`src/rtl/mem_arbiter_pkg.sv`:
```
// Shared memory-port types for the cache/memory arbiter.
// Physical line address, cache line payload and read-owner tag.
package common;

   localparam int PADDR_W = 32;
   localparam int LINE_W  = 128;

   typedef logic [PADDR_W-1:0] pptr_t;
   typedef logic [LINE_W-1:0]  cacheline_t;

   typedef enum logic {
      OWNER_IC = 1'b0,
      OWNER_DC = 1'b1
   } memreq_owner_t;

   // Round-robin helper: the requester that should win the next tie.
   function automatic memreq_owner_t other_owner(input memreq_owner_t o);
      return (o == OWNER_IC) ? OWNER_DC : OWNER_IC;
   endfunction

endpackage

```
`src/rtl/mem_arbiter_slot.sv`:
```
// One pending-read slot: holds a single line-read request until the arbiter grants it.
// A request that arrives while the slot is occupied is dropped and flagged.
module mem_arbiter_slot
   import common::*;
(
   input  logic  clk,
   input  logic  rst,
   input  logic  load,
   input  pptr_t load_addr,
   input  logic  clear,
   output logic  valid,
   output pptr_t addr,
   output logic  overflow
);

   // A grant in the same cycle frees the slot, so that request is accepted.
   assign overflow = load && valid && !clear;

   always_ff @(posedge clk) begin
      if (rst) begin
         valid <= 1'b0;
         addr  <= '0;
      end else if (load && (!valid || clear)) begin
         valid <= 1'b1;
         addr  <= load_addr;
      end else if (clear) begin
         valid <= 1'b0;
      end
   end

endmodule

```
`src/rtl/mem_arbiter.sv`:
```
// Shares one cache-line memory port between I-cache and D-cache, one read in flight.
// Optional read watchdog enabled by defining MEM_ARBITER_TIMEOUT_EN.
module mem_arbiter
   import common::*;
#(
   parameter int unsigned TIMEOUT_CYCLES = 63
)
(
   input  logic       clk,
   input  logic       rst,
   input  logic       ic_req_ren,
   input  pptr_t      ic_req_raddr,
   output logic       ic_rec_en,
   output pptr_t      ic_rec_addr,
   output cacheline_t ic_rec_cacheline,
   input  logic       dc_req_ren,
   input  pptr_t      dc_req_raddr,
   input  logic       dc_req_wen,
   input  pptr_t      dc_req_waddr,
   input  cacheline_t dc_req_wcacheline,
   output logic       dc_rec_en,
   output pptr_t      dc_rec_addr,
   output cacheline_t dc_rec_cacheline,
   output logic       mem_req_ren,
   output pptr_t      mem_req_raddr,
   output logic       mem_req_wen,
   output pptr_t      mem_req_waddr,
   output cacheline_t mem_req_wcacheline,
   input  logic       mem_rec_en,
   input  pptr_t      mem_rec_addr,
   input  cacheline_t mem_rec_cacheline,
   output logic       overflow,
   output logic       timeout
);

   typedef enum logic {
      IDLE      = 1'b0,
      WAIT_READ = 1'b1
   } memarb_state_t;

   memarb_state_t state;
   memreq_owner_t owner;
   memreq_owner_t last_grant;
   pptr_t         pend_addr;

   logic  ic_valid, dc_valid;
   pptr_t ic_addr, dc_addr;
   logic  ic_ovf, dc_ovf;
   logic  ic_ok, dc_ok;
   logic  grant_ic, grant_dc;
   pptr_t grant_addr;
   logic  rsp_match;

   mem_arbiter_slot u_ic_slot (
      .clk       (clk),
      .rst       (rst),
      .load      (ic_req_ren),
      .load_addr (ic_req_raddr),
      .clear     (grant_ic),
      .valid     (ic_valid),
      .addr      (ic_addr),
      .overflow  (ic_ovf)
   );

   mem_arbiter_slot u_dc_slot (
      .clk       (clk),
      .rst       (rst),
      .load      (dc_req_ren),
      .load_addr (dc_req_raddr),
      .clear     (grant_dc),
      .valid     (dc_valid),
      .addr      (dc_addr),
      .overflow  (dc_ovf)
   );

   // A read to the line currently being written back waits a cycle so memory sees the write first.
   always_comb begin
      ic_ok    = ic_valid && !(dc_req_wen && (ic_addr == dc_req_waddr));
      dc_ok    = dc_valid && !(dc_req_wen && (dc_addr == dc_req_waddr));
      grant_ic = 1'b0;
      grant_dc = 1'b0;
      if (state == IDLE) begin
         if (ic_ok && dc_ok) begin
            grant_ic = (other_owner(last_grant) == OWNER_IC);
            grant_dc = !grant_ic;
         end else begin
            grant_ic = ic_ok;
            grant_dc = dc_ok;
         end
      end
   end

   assign grant_addr = grant_ic ? ic_addr : dc_addr;
   assign rsp_match  = mem_rec_en && (mem_rec_addr == pend_addr);

`ifdef MEM_ARBITER_TIMEOUT_EN
   localparam int CNT_W = (TIMEOUT_CYCLES < 2) ? 1 : $clog2(TIMEOUT_CYCLES);
   localparam logic [CNT_W-1:0] CNT_LAST = CNT_W'(TIMEOUT_CYCLES - 1);

   logic [CNT_W-1:0] wait_cnt;
   logic             expire;
   logic             timeout_q;

   assign expire = (state == WAIT_READ) && !rsp_match && (wait_cnt == CNT_LAST);

   // Watchdog restarts on every (re)issue so re-pulses come at a fixed period.
   always_ff @(posedge clk) begin
      if (rst) begin
         wait_cnt  <= '0;
         timeout_q <= 1'b0;
      end else begin
         if ((state != WAIT_READ) || rsp_match || expire) begin
            wait_cnt <= '0;
         end else begin
            wait_cnt <= wait_cnt + 1'b1;
         end
         if (expire) begin
            timeout_q <= 1'b1;
         end
      end
   end

   assign timeout = timeout_q;
`else
   assign timeout = 1'b0;
`endif

   always_ff @(posedge clk) begin
      if (rst) begin
         state            <= IDLE;
         owner            <= OWNER_IC;
         last_grant       <= OWNER_DC;
         pend_addr        <= '0;
         mem_req_ren      <= 1'b0;
         mem_req_raddr    <= '0;
         ic_rec_en        <= 1'b0;
         ic_rec_addr      <= '0;
         ic_rec_cacheline <= '0;
         dc_rec_en        <= 1'b0;
         dc_rec_addr      <= '0;
         dc_rec_cacheline <= '0;
         overflow         <= 1'b0;
      end else begin
         mem_req_ren <= 1'b0;
         ic_rec_en   <= 1'b0;
         dc_rec_en   <= 1'b0;
         if (ic_ovf || dc_ovf) begin
            overflow <= 1'b1;
         end
         case (state)
            IDLE: begin
               if (grant_ic || grant_dc) begin
                  mem_req_ren   <= 1'b1;
                  mem_req_raddr <= grant_addr;
                  pend_addr     <= grant_addr;
                  owner         <= grant_ic ? OWNER_IC : OWNER_DC;
                  last_grant    <= grant_ic ? OWNER_IC : OWNER_DC;
                  state         <= WAIT_READ;
               end
            end
            WAIT_READ: begin
               if (rsp_match) begin
                  if (owner == OWNER_IC) begin
                     ic_rec_en        <= 1'b1;
                     ic_rec_addr      <= mem_rec_addr;
                     ic_rec_cacheline <= mem_rec_cacheline;
                  end else begin
                     dc_rec_en        <= 1'b1;
                     dc_rec_addr      <= mem_rec_addr;
                     dc_rec_cacheline <= mem_rec_cacheline;
                  end
                  state <= IDLE;
               end
`ifdef MEM_ARBITER_TIMEOUT_EN
               else if (expire) begin
                  mem_req_ren   <= 1'b1;
                  mem_req_raddr <= pend_addr;
               end
`endif
            end
            default: state <= IDLE;
         endcase
      end
   end

   // Evictions are written through on the next cycle regardless of read traffic.
   always_ff @(posedge clk) begin
      if (rst) begin
         mem_req_wen        <= 1'b0;
         mem_req_waddr      <= '0;
         mem_req_wcacheline <= '0;
      end else begin
         mem_req_wen <= dc_req_wen;
         if (dc_req_wen) begin
            mem_req_waddr      <= dc_req_waddr;
            mem_req_wcacheline <= dc_req_wcacheline;
         end
      end
   end

endmodule

```
`config.mk`:
```
export PLATFORM = sky130hd
export DESIGN_NAME = mem_arbiter
export DESIGN_NICKNAME = d
export VERILOG_FILES = /design/src/rtl/mem_arbiter_pkg.sv /design/src/rtl/mem_arbiter_slot.sv /design/src/rtl/mem_arbiter.sv
export SDC_FILE = /design/constraint.sdc
export NUM_CORES = 1
export LEC_CHECK = 0
export ABC_CLOCK_PERIOD_IN_PS = 2800
export CAP_MARGIN = 10
export CORE_AREA = 4 4 350 352
export DETAILED_ROUTE_END_ITERATION = 10
export DIE_AREA = 0 0 354 356
export SYNTH_ARGS = -nofsm -noshare
export SYNTH_HDL_FRONTEND = slang
export SYNTH_HIERARCHICAL = 1
export SYNTH_SLANG_ARGS = --single-unit
```
`constraint.sdc`:
```
create_clock -name clk -period 2.8 [get_ports clk]
set_input_delay 0.42 -clock clk [delete_from_list [all_inputs] [get_ports clk]]
set_output_delay 0.42 -clock clk [all_outputs]
set_load 0.01 [all_outputs]
```
---- Word level (Yosys, flattened, before mapping) ----
Cells that the tools add are included.
operators by class
  equality and inequality tests ........... 3
  mux-type cells .......................... 16
  bitwise logic cells ..................... 3
  reductions and logical operators ........ 29
operator list
  cell                 number
  $eq A32 B32 Y1       3
  $mux W32             1
  $mux W1              14
  $logic_and A1 B1 Y1  12
  $logic_not A1 Y1     6
  $reduce_and A3 Y1    2
  $logic_or A1 B1 Y1   4
  $reduce_bool A2 Y1   2
  $not A1 Y1           3
  $reduce_or A3 Y1     1
  $pmux W1 S2          1
  $reduce_and A2 Y1    1
  $reduce_or A2 Y1     1
word-level totals
  register bits after elaboration ......... 586
  input bits .............................. 390
  output and inout bits ................... 518
  logic and storage cells ................. 70

---- Logic depth before layout (Yosys ltp) ----
  depth after elaboration ................. 10
  mapped depth ............................ 11
  gate-level depth less buffers ........... 10

---- Modules after synthesis ----
Netlist, hierarchy kept.
by module, submodules not included
  module            times used  cells an instance  area each (um^2)  seq. area each (um^2)
  mem_arbiter       1           2229               19328.5           10410.0
  mem_arbiter_slot  2           145                1517.7            660.6

---- Worst setup path before layout ----
No wires, ideal clock.
  path type ............................... input port to flip-flop
  start point ............................. input dc_req_waddr[17]
  end point ............................... register u_ic_slot.addr[0]
  setup time .............................. 0.072 ns
  arrival ................................. 2.387 ns
  required time ........................... 2.728 ns
  setup slack ............................. 0.342 ns
  stages .................................. 11
  buffers on the path ..................... 3
  cells stage by stage .................... xor2_1 nor4_1 nand4_1 o31a_1 a21oi_4 buf_12 nor2b_4 nor2b_2 buf_6 buf_12 mux2i_1
on the way
  cells in the longest elaborated chain, start to end .. 9
  elaborated cells between the ends (all ways) .. 13
  those cells by class .................... eq/ne: 2; mux: 2; reduce/logical: 9
RTL lines
  item                                    RTL line                              RTL
  start, declared                         mem_arbiter.sv:19                     input pptr_t dc_req_waddr,
  $eq A32 B32 Y1 (on tied branches)       mem_arbiter.sv:78, mem_arbiter.sv:79
  $logic_and A1 B1 Y1 (on tied branches)  mem_arbiter.sv:78, mem_arbiter.sv:79
  $logic_not A1 Y1 (on tied branches)     mem_arbiter.sv:78, mem_arbiter.sv:79
  $logic_and A1 B1 Y1 (on tied branches)  mem_arbiter.sv:78, mem_arbiter.sv:79
  $logic_and A1 B1 Y1                     mem_arbiter.sv:83                     if (ic_ok && dc_ok) begin
  $mux W1 *                               mem_arbiter.sv:83
  $mux W1 *                               mem_arbiter.sv:82                     if (state == IDLE) begin
  net grant_ic                            mem_arbiter.sv:50                     logic grant_ic, grant_dc;
  $logic_or A1 B1 Y1 *                    mem_arbiter_slot.sv:23                end else if (load && (!valid || clear)) begin
  $logic_and A1 B1 Y1 *                   mem_arbiter_slot.sv:23
  end signal, assigned                    mem_arbiter_slot.sv:25                addr <= load_addr;
  end, declared                           mem_arbiter_slot.sv:12                output pptr_t addr,
The timed path passes the listed nets; every way through them passes the cells marked *.
A chain may end at the register's enable or synchronous reset.

---- Worst setup path after layout ----
  start point ............................. register u_dc_slot.addr[19]
  end point ............................... register pend_addr[29]
on the way
  cells in the longest elaborated chain, start to end .. 9
  elaborated cells between the ends (all ways) .. 12
  those cells by class .................... eq/ne: 1; mux: 5; reduce/logical: 6
RTL lines
  item                         RTL line                RTL
  start, declared              mem_arbiter_slot.sv:12
  start signal, assigned       mem_arbiter_slot.sv:25
  $eq A32 B32 Y1 *             mem_arbiter.sv:79       dc_ok = dc_valid && !(dc_req_wen && (dc_addr == dc_req_waddr));
  $logic_and A1 B1 Y1 *        mem_arbiter.sv:79
  $logic_not A1 Y1 *           mem_arbiter.sv:79
  $logic_and A1 B1 Y1 *        mem_arbiter.sv:79
  $logic_and A1 B1 Y1          mem_arbiter.sv:83
  $mux W1                      mem_arbiter.sv:83
  $mux W1                      mem_arbiter.sv:82
  $logic_or A1 B1 Y1           mem_arbiter.sv:152      if (grant_ic || grant_dc) begin
  $reduce_and A2 Y1 (no line)  n/a
  end signal, assigned         mem_arbiter.sv:155      pend_addr <= grant_addr;
  end, declared                mem_arbiter.sv:44       pptr_t pend_addr;
Mark *: on every way between the ends. The rest lies on a longest branch, timed or not.

==> results_tabular.tex <==
\begin{tabular}{lr}
\hline
Metric & Value \\
\hline
\multicolumn{2}{l}{\textbf{Outcome}} \\
\quad Run status & finished clean \\
\multicolumn{2}{l}{\textbf{Synth}} \\
\quad Cell types occupying the most area after synthesis & sky130\_fd\_sc\_hd\_\_dfxtp\_1, sky130\_fd\_sc\_hd\_\_mux2i\_1, sky130\_fd\_sc\_hd\_\_nand2\_1, sky130\_fd\_sc\_hd\_\_a21oi\_1, sky130\_fd\_sc\_hd\_\_nand2b\_1 \\
\quad Register area share after synthesis & between 50\% and 60\% \\
\quad Post-synthesis cell type count & 41 \\
\quad Number of nets produced by synthesis & 2909 \\
\quad YS warnings & 6 \\
\quad Cell count after synthesis & 2519 \\
\quad Synthesized flop and latch total & between 500 and 600 \\
\quad Post-Synthesis Mean Instance Area & 8.878 µm² \\
\quad Top cell type's share of synthesized area & between 50 and 60\% \\
\quad Cell type contributing the most total cell area after synthesis & sky130\_fd\_sc\_hd\_\_dfxtp\_1 \\
\quad Post-synthesis cell area & 22360 µm² \\
\multicolumn{2}{l}{\textbf{Power}} \\
\quad Worst vdd ir & 0.4301 mV \\
\quad Power density over the cells & about 560 nW/µm² \\
\quad Static Leak & 0.01347 µW \\
\multicolumn{2}{l}{\textbf{Setup path}} \\
\quad Slowest CP cell & sky130\_fd\_sc\_hd\_\_mux2i\_1 \\
\quad Element type at the critical path start & flip-flop \\
\quad Cell with the most instances on the worst path & sky130\_fd\_sc\_hd\_\_buf\_12 \\
\quad Worst endpoint required time & 3300 ps \\
\quad Worst-path maximum fanout & 8 \\
\quad Cell breakdown of the critical path & xor2\_1, nor4\_1, buf\_4, nand4\_1, o31a\_1, a21oi\_4, buf\_12, buf\_12, mux2i\_1, a21oi\_1 \\
\quad Delay contributed by the slowest stage of the critical path & 400 ps \\
\quad Cell count of the worst reg-to-reg path & 10 \\
\quad Data arrival time at the worst-slack endpoint & 3210 ps \\
\quad Nature of the critical path endpoint & flip-flop \\
\quad Worst Path Class, Setup & flip-flop to flip-flop \\
\multicolumn{2}{l}{\textbf{Timing}} \\
\quad Worst slew margin & 42.21\% \\
\quad Part of the cycle the worst path needs & 96.76\% \\
\quad Measured slew at the worst slew-check pin & around 870 ps \\
\quad Achievable Freq & 369.1 MHz \\
\quad Max Clock Skew & 28.08 ps \\
\quad Unrepaired setup endpoints after global routing & no \\
\quad Max Transition Viols Final & 0 \\
\quad Final setup violation count & 0 \\
\quad Worst hold slack across all endpoints & 149.5 ps \\
\quad Clock period minus final worst setup slack & 2709 ps \\
\quad Final number of hold-violating endpoints & 0 \\
\multicolumn{2}{l}{\textbf{Global route}} \\
\quad Total routing resource utilization after global routing & 17.04\% \\
\quad Initial antenna violation count & 54 \\
\quad Vias in the first global route & between 20000 and 25000 \\
\quad Maximum number of pins on one net before global-route repair & 170 \\
\quad Overflow left after global routing & 0 \\
\quad Global-route wire length before repair & 156300 µm \\
\multicolumn{2}{l}{\textbf{Die}} \\
\quad Cell Rows & 127 \\
\quad Core region area & 119300 µm² \\
\quad Die extent in x & 354 µm \\
\quad Vertical die dimension & roughly 360 µm \\
\quad Effective utilization at floorplan & 18.74\% \\
\quad Area of the die & 126000 µm² \\
\quad Boundary Pins & 908 \\
\multicolumn{2}{l}{\textbf{Final layout}} \\
\quad Nets & between 3000 and 4000 \\
\quad Post-layout utilization of the core & 30.84\% \\
\quad Syn-to-layout area delta & 64.57\% \\
\quad Fraction of layout instances using a drive strength above 1 & 8.277\% \\
\multicolumn{2}{l}{\textbf{Detailed routing}} \\
\quad Per-cell routed wire length & 22.00 µm \\
\quad Vias post-DR & 21246 \\
\quad Number of nets with antenna violations after routing & 0 \\
\quad Number of search-and-repair iterations in the first detailed-routing pass & 5 \\
\quad Drc violations & 0 \\
\quad Wirelength, routed & 113800 µm \\
\quad Via count normalized by instance count & approximately 4 \\
\quad Initial detailed-routing violation count & 1328 \\
\multicolumn{2}{l}{\textbf{Place}} \\
\quad Weighted congestion reported at the end of routability-driven placement & 0.8802 \\
\quad Post-detailed-placement half-perimeter wirelength & 90400 µm \\
\quad I/O Buffers & 906 \\
\multicolumn{2}{l}{\textbf{Job}} \\
\quad Maximum Capacitance Violations & 0 \\
\multicolumn{2}{l}{\textbf{Clocking}} \\
\quad Cell at the root of the clock tree & sky130\_fd\_sc\_hd\_\_clkbuf\_16 \\
\quad Clock latency reported for the late side of the worst-skew pair & 630 ps \\
\quad Post\_cts resized & 0 \\
\quad Maximum buffer depth of the clock tree & 3 \\
\quad H-tree levels & 3 \\
\quad Clock tree from TritonCTS & done \\
\quad Reg clk slew, reported paths & 60 ps \\
\quad Postcts setup bufs & 0 \\
\quad Sinks on Clock Net & 586 \\
\quad Number of buffers inserted during clock tree synthesis & 72 \\
\quad Number of buffers added to fix hold violations after cts & 0 \\
\multicolumn{2}{l}{\textbf{Worst hold path}} \\
\quad Worst Hold Path Cells & 3 \\
\quad Class of the worst hold path & input pin to flip-flop \\
\hline
\end{tabular}
-- critical path, delay by kind of cell (launching register included) --
kind                   cells  cell delay [ps]
XOR/XNOR                   1              180
buffers and inverters      3              460
AND/OR/NAND/NOR            2              450
multiplexers               1              400
flip-flops                 1              340
AO/OA/AOI/OAI              3              760
-- metrics by stage --
step,cell area (µm²),instances,setup slack [ps],TNS (ps),total power (µW)
2_1_floorplan,22360,2519,341.8,0,9921
3_3_place_gp,34380,5024,-582.3,-95730,11640
3_5_place_dp,34380,5024,-618.5,-106920,11650
4_1_cts,36720,5151,61.81,0,21080
5_1_grt,36760,5154,62.42,0,21560
6_report,36810,5173,90.83,0,20750
-- final timing paths --
path	start	to	slack, ps
setup / recovery	u_dc_slot/addr[19]$_SDFFE_PP0P_	pend_addr[29]$_SDFFE_PP0P_	90
hold / removal	dc_req_wen	mem_req_waddr[9]$_SDFFE_PP0P_	150
setup reg to reg	u_dc_slot/addr[19]$_SDFFE_PP0P_	pend_addr[29]$_SDFFE_PP0P_	90
hold reg to reg	dc_rec_cacheline[60]$_SDFFE_PP0P_	dc_rec_cacheline[60]$_SDFFE_PP0P_	450
-- Yosys cell counts (all sizes together) --
master,number
nand2,646
dfxtp,586
a21oi,354
mux2i,256
nor2,169
nand2b,129
clkbuf,111
xor2,89
buf,67
o21ai,31
nor4,28
xnor2,7
inv,6
nor2b,6
nor3,6
nand3,5
nand4,5
and2,3
nor4b,2
a21bo,1
a21boi,1
a221oi,1
a311oi,1
a31oi,1
and3,1
and4,1
conb,1
o211ai,1
o21a,1
o31a,1
o31ai,1
or2,1
-- logic make-up (layout without fill, tap and decap cells) --
kind of cell	Yosys count	after routing	share of synthesized area [%]
AOI/OAI and AO/OA	394	394	9.052
xor gates and xnor gates	96	96	3.760
buffers and inverters	184	1205	4.269
DFF	586	586	52.46
muxes	256	256	11.46
other	1	22	0.01677
and+or+nand+nor	1002	1002	18.99
-- where the power goes --
group          internal, µW  total [µW]  switching [µW]
combinational          1400        2640            1240
clock                  5460        9280            3820
sequential             8610        8830             224
-- flip-flops by register name, summed over array words and instances, names as in the netlist, 32 cells and up --
signal	flops
dc_rec_addr	32
dc_rec_cacheline	128
ic_rec_addr	32
ic_rec_cacheline	128
mem_req_waddr	32
mem_req_wcacheline	128
pend_addr	32
u_dc_slot/addr	32
u_ic_slot/addr	32
-- metal layers --
layer / part of all wire, % / track usage, % / wire length (µm) / vias up
met5: 0.17 / 0 / 190 / -
met4: 2.7 / 4.968 / 3114 / 28
met3: 8.2 / 6.321 / 9387 / 188
met2: 48 / 28.93 / 54580 / 795
met1: 41 / 20.11 / 46520 / 9999
li1: - / - / - / 10236
-- cells in the final DEF, fill, tap and decap left out, types with 3 or more instances in the layout --
cell type                         count
sky130_fd_sc_hd__clkdlybuf4s50_1    904
sky130_fd_sc_hd__nand2_1            646
sky130_fd_sc_hd__dfxtp_1            586
sky130_fd_sc_hd__a21oi_1            353
sky130_fd_sc_hd__mux2i_1            255
sky130_fd_sc_hd__nor2_1             167
sky130_fd_sc_hd__nand2b_1           128
sky130_fd_sc_hd__buf_4              119
sky130_fd_sc_hd__xor2_1              89
sky130_fd_sc_hd__clkbuf_16           74
sky130_fd_sc_hd__buf_12              46
sky130_fd_sc_hd__nor4_1              27
sky130_fd_sc_hd__diode_2             21
sky130_fd_sc_hd__o21ai_1             20
sky130_fd_sc_hd__clkbuf_8            18
sky130_fd_sc_hd__clkbuf_1            18
sky130_fd_sc_hd__o21ai_0             11
sky130_fd_sc_hd__xnor2_1              7
sky130_fd_sc_hd__clkinv_2             7
sky130_fd_sc_hd__inv_1                6
sky130_fd_sc_hd__nor3_1               6
sky130_fd_sc_hd__nand4_1              5
sky130_fd_sc_hd__nand3_1              5
sky130_fd_sc_hd__nor2b_4              4
sky130_fd_sc_hd__and2_2               3
sky130_fd_sc_hd__inv_6                3
-- area by class of cell --
| class | instances | area [µm²] |
|---|---|---|
| Antenna cell | 21 | 52.55 |
| Clock buffer | 110 | 2167 |
| Clock inverter | 17 | 171.4 |
| Fill cell | 12503 | 82530 |
| Inverter | 6 | 22.52 |
| Multi-Input combinational cell | 1749 | 9723 |
| Sequential cell | 586 | 11730 |
| Tap cell | 1612 | 2017 |
| Timing Repair Buffer | 1072 | 10920 |
(Power assumes the default switching activity.)
